`src/rtl/pc_control_unit.sv`:
```
// pc_control_unit: PC/nPC register pair with a +4 incrementer, plus a
// purely combinational decoder that turns the current instruction into a
// 20-bit control word for the rest of the datapath.
module pc_control_unit (
  input  logic        clk,
  input  logic        clr,
  input  logic        LE,
  input  logic [31:0] instr,
  output logic [31:0] PC,
  output logic [31:0] nPC,
  output logic [31:0] nPC4,
  output logic [19:0] instr_signals
);

  logic [31:0] pc_reg;
  logic [31:0] npc_reg;

  logic [1:0] op;
  logic [2:0] op2;
  logic [5:0] op3;

  logic       jmpl_sig;
  logic       call_sig;
  logic       load_sig;
  logic       rf_enable;
  logic       mem_sign_extend;
  logic       mem_rw;
  logic       mem_enable;
  logic [1:0] mem_size;
  logic       cc_enable;
  logic [3:0] alu_op;
  logic       branch_sig;
  logic       annul_sig;

  assign op  = instr[31:30];
  assign op2 = instr[24:22];
  assign op3 = instr[24:19];

  assign PC   = pc_reg;
  assign nPC  = npc_reg;
  // The adder is 32 bits wide on purpose so the carry-out falls away and
  // the address space wraps from 0xFFFFFFFC back to zero.
  assign nPC4 = npc_reg + 32'd4;

  // Clear restarts the pair at 0/4 and beats load enable; otherwise the pair
  // advances one instruction together or holds.
  always_ff @(posedge clk) begin
    if (clr) begin
      pc_reg  <= 32'h0000_0000;
      npc_reg <= 32'h0000_0004;
    end else if (LE) begin
      pc_reg  <= npc_reg;
      npc_reg <= nPC4;
    end
  end

  // Instruction-class decode: every control bit starts at zero and only the
  // bits belonging to the recognised class are raised.
  always_comb begin
    jmpl_sig        = 1'b0;
    call_sig        = 1'b0;
    load_sig        = 1'b0;
    rf_enable       = 1'b0;
    mem_sign_extend = 1'b0;
    mem_rw          = 1'b0;
    mem_enable      = 1'b0;
    mem_size        = 2'b00;
    cc_enable       = 1'b0;
    alu_op          = 4'b0000;
    branch_sig      = 1'b0;
    annul_sig       = 1'b0;

    case (op)
      2'b01: begin
        call_sig  = 1'b1;
        rf_enable = 1'b1;
      end
      2'b00: begin
        if (op2 == 3'b010) begin
          branch_sig = 1'b1;
          annul_sig  = instr[29];
        end else if (op2 == 3'b100) begin
          rf_enable = 1'b1;
          alu_op    = 4'b1110;
        end
      end
      2'b10: begin
        if (op3 == 6'b111000) begin
          jmpl_sig  = 1'b1;
          rf_enable = 1'b1;
        end else if (!op3[5]) begin
          rf_enable = 1'b1;
          cc_enable = op3[4];
          alu_op    = op3[3:0];
        end else begin
          case (op3)
            6'b100101: begin
              rf_enable = 1'b1;
              cc_enable = op3[4];
              alu_op    = 4'b1010;
            end
            6'b100110: begin
              rf_enable = 1'b1;
              cc_enable = op3[4];
              alu_op    = 4'b1011;
            end
            6'b100111: begin
              rf_enable = 1'b1;
              cc_enable = op3[4];
              alu_op    = 4'b1101;
            end
            default: begin
              rf_enable = 1'b0;
              alu_op    = 4'b0000;
            end
          endcase
        end
      end
      default: begin
        mem_enable      = 1'b1;
        mem_rw          = op3[2];
        load_sig        = ~op3[2];
        rf_enable       = ~op3[2];
        mem_sign_extend = op3[3] & ~op3[2];
        case (op3[1:0])
          2'b00:   mem_size = 2'b10;
          2'b01:   mem_size = 2'b00;
          2'b10:   mem_size = 2'b01;
          default: mem_size = 2'b11;
        endcase
      end
    endcase
  end

  assign instr_signals = {annul_sig & branch_sig,
                          branch_sig,
                          alu_op,
                          instr[13],
                          instr[24],
                          instr[30],
                          instr[31],
                          cc_enable,
                          mem_size,
                          mem_enable,
                          mem_rw,
                          mem_sign_extend,
                          rf_enable,
                          load_sig,
                          call_sig,
                          jmpl_sig};

endmodule

```
`config.mk`:
```
export PLATFORM = sky130hd
export DESIGN_NAME = pc_control_unit
export DESIGN_NICKNAME = d
export VERILOG_FILES = /design/src/rtl/pc_control_unit.sv
export SDC_FILE = /design/constraint.sdc
export NUM_CORES = 1
export LEC_CHECK = 0
export ABC_CLOCK_PERIOD_IN_PS = 3400
export CAP_MARGIN = 25
export CORE_MARGIN = 1
export CORE_UTILIZATION = 44
export CTS_BUF_LIST = sky130_fd_sc_hd__clkbuf_4 sky130_fd_sc_hd__clkbuf_8
export CTS_CLUSTER_SIZE = 30
export DETAILED_ROUTE_END_ITERATION = 12
export GPL_TIMING_DRIVEN = 0
export PLACE_DENSITY = 0.89
export SETUP_SLACK_MARGIN = 0.02
export SLEW_MARGIN = 20
export SYNTH_ARGS = -nofsm -noshare
export SYNTH_HDL_FRONTEND = slang
export SYNTH_SLANG_ARGS = --single-unit
```
`constraint.sdc`:
```
create_clock -name clk -period 3.4 [get_ports clk]
set_clock_uncertainty 0.15 [all_clocks]
set_input_delay 0.68 -clock clk [delete_from_list [all_inputs] [get_ports clk]]
set_output_delay 0.68 -clock clk [all_outputs]
set_load 0.05 [all_outputs]
```
==> results of run 1 <==
==> worst paths after layout <==
check / startpoint / to / slack (ps)
max reg2reg: nPC[2] / nPC[29] / 970
max: nPC[7] / nPC4[16] / -10
min: PC[6] / PC[6] / 340
min reg2reg: PC[6] / PC[6] / 340
==> repair_timing <==
| item | CTS | global route |
|---|---|---|
| pin swaps | 2 | 4 |
| endpoints found under the setup margin | 29 | 22 |
| buffers inserted | 2 | 7 |
| gates resized for setup | 80 | 28 |
==> layer usage <==
metal	part of all wire [%]	global-route usage (%)	up-vias
met2	49	43.78	228
met3	8.8	4.561	30
met1	41	31.45	1758
li1	-	-	1730
met4	1.9	10.29	0
met5	0	0	-
==> placed cells by master, fill, tap and decap left out, types with 12 or more instances in the layout <==
cell	synthesis	final
a21oi_1	21	20
buf_4	19	29
clkbuf_8	7	17
clkdlybuf4s50_1	0	84
dfxtp_1	60	56
dlygate4sd2_1	0	12
mux2i_1	27	27
nand2_1	29	29
nand3_1	18	17
nand4_1	18	18
nor2_1	53	53
xnor2_1	23	16
xor2_1	16	15
==> power groups by stage <==
stage	combinational [mW]	clock, mW	sequential, mW
detailed placement	0.256	0	0.733
CTS	0.260	0.657	0.718
global route	0.274	0.695	0.718
finish	0.261	0.656	0.717
global placement	0.252	0	0.732
floorplan	0.158	0	0.753
==> cell families after synthesis <==
logic type / count (synthesis) / share of synthesized area (%)
AOI/OAI and AO/OA: 45 / 7.331
xor gates and xnor gates: 39 / 9.575
adders and majority gates: 6 / 2.104
buffers and inverters: 61 / 11.96
DFF: 60 / 33.67
muxes: 30 / 8.523
other: 1 / 0.1051
and+or+nand+nor: 180 / 26.73
==> layout make-up <==
cell class                      count  area (sq um)  share of cell area (%)
Buffer                             51         392.9                   7.397
Clock buffer                       10         137.6                   2.591
Clock inverter                      6         63.81                   1.201
Inverter                           10         37.54                  0.7067
Multi-Input combinational cell    306          2120                   39.91
Sequential cell                    60          1209                   22.76
Tap cell                          102         127.6                   2.403
Timing Repair Buffer              129          1224                   23.04
==> flip-flops by register name (all words and copies together), names as in the netlist <==
signal / count
PC: 30
nPC: 30
==> stage by stage <==
step                      util (%)  area (sq um)  total power, mW  setup TNS [ps]
final                        68.38          5311            1.634          -12.77
after detailed placement     64.24          4990           0.9885           -6686
after global placement       64.24          4990           0.9838           -5562
after floorplan                  -          3661           0.9102               0
after global routing         68.38          5311            1.687          -105.4
after CTS                    67.90          5274            1.635          -179.5
==> worst min-delay path, stage by stage (launching register included) <==
cell	delay, ps
dfxtp_1	320
nand2_1	60
a21oi_1	60
==> qor.csv, run 1 <==
stage,metric,value,unit
synthesis,synthArstFlopShare,0,%
run_status,violations,setup timing,
floorplanning,die_height,92.04,um
synthesis,netlist-cell-type-count,46,
synthesis,synthCells,422,
timing,slew_viol_final,0,
final_layout,finalNonFillerCells,674,
setup_path,cp.buffers_inverters,3,
detailed_routing,drc,0,
global_route,grt.overflow.total,0,
floorplanning,boundaryPins,151,
floorplanning,die_area,0.008471,sq mm
clocking,clkTransAtPathRegs,70,ps
power_and_ir_drop,power_density,307.7,mW/mm^2
timing,relSlewSlack,45.72,%
setup_path,arrival,2580,ps
setup_path,required,2570,ps
clocking,cts.sinks,60,
global_route,grt.total_usage,25.53,%
final_layout,drive_above_1_share,20.10,%
synthesis,ys.flop_type,dfxtp_1,
final_layout,fin_nets,608,
floorplanning,start_util,45.92,%
synthesis,synth.top_cell.area_share,33.67,%
timing,fin_ws,-12.77,ps
placement,dp_hpwl,7585,um
detailed_routing,via_count,3746,
detailed_routing,ant_nets,0,
detailed_routing,wl_per_cell,16.18,um
clocking,tritoncts,yes,
detailed_routing,finalWirelength,10910,um
final_layout,area_growth,48.90,%
detailed_routing,drtIter0Drc,253,
clocking,hold_buffers,0,
final_layout,num_antenna_cells,0,
power_and_ir_drop,switchingPower,477.3,uW
global_route,antenna_found_initial,0,
setup_path,worst-path-stages,6,
synthesis,seq_area_frac_synth,33.67,%
detailed_routing,avgViaCountPerCell,5.558,
placement,gp_congestion,0.8999,
timing,hold_viol,0,
timing,max_freq,0.2930,GHz
placement,dp.cells,649,
clocking,cts.path.max_buffers,2,
power_and_ir_drop,peakVddDrop,0.0003220,V
global_route,grt_max_degree,12,
setup_path,crit_path_end_kind,output port,
setup_path,max_stage_delay,520,ps
timing,max_slew.worst_pin.slew,814.3,ps
power_and_ir_drop,p_clk_share,40.2,%
clocking,cts-buffers-inserted,9,
flow_run,drv_cap,0,
clocking,clkLatencyLatePin,350,ps
setup_path,critPathSlowestCell,clkdlybuf4s15_1,
placement,place_ws,-702.1,ps
clocking,htreeDepth,3,
synthesis,avgSynthCellArea,8.453,sq um
floorplanning,dieWidth,92.04,um
synthesis,yosys_warnings,0,
power_and_ir_drop,comb_power_share,16.0,%
setup_path,start_kind,flop,
synthesis,synth_area_leaders,"dfxtp_1 34%, mux2i_1 7.6%, xnor2_1 5.6%",
power_and_ir_drop,netSwitchingFraction,29.21,%
power_and_ir_drop,internal-power,1.157,mW
global_route,grt_pass1_vias,3557,
timing,min_period,3413,ps
detailed_routing,drtPass1Iterations,6,
timing,setup_viol,1,
worst_hold_path,hold_path_class,flop to flop,
setup_path,path_cells,"buf_2, nand4_1, buf_4, nor4_1, xnor2_1, clkdlybuf4s15_1",
global_route,grt_pass1_wl,17380,um
timing,holdWs,337.4,ps
setup_path,reg2reg_depth,6,
run_status,status,"finished, violations left",
power_and_ir_drop,leakage,2.271,nW
setup_path,critPathMaxFanout,10,
synthesis,synth_common_cells,"60 x dfxtp_1, 53 x nor2_1, 29 x nand2_1",
power_and_ir_drop,p_seq_share,43.9,%
synthesis,synth_edf_count,0,
setup_path,critPathTopFamily,buffers and inverters,
synthesis,yosysTopAreaCell,dfxtp_1,
worst_hold_path,whs_path_depth,2,
timing,post-route-period-util,100.4,%
synthesis,synth_most_common_cell,dfxtp_1,
placement,port_buffers,120,
clocking,root_buffer,clkbuf_8,
final_layout,nFillCells,585,
floorplanning,num_rows,32,
synthesis,syn_area,0.003567,sq mm
synthesis,ys_ff_latch,60,
setup_path,worstSetupPathType,flop to output port,
floorplanning,core,0.007767,sq mm
(Power assumes the default switching activity.)
==> inputs of run 2 (changes only) <==
- GPL_ROUTABILITY_DRIVEN: unset -> 1
==> results of run 2 <==
No change in the layout: final DEF, timing and power equal those of run 1.
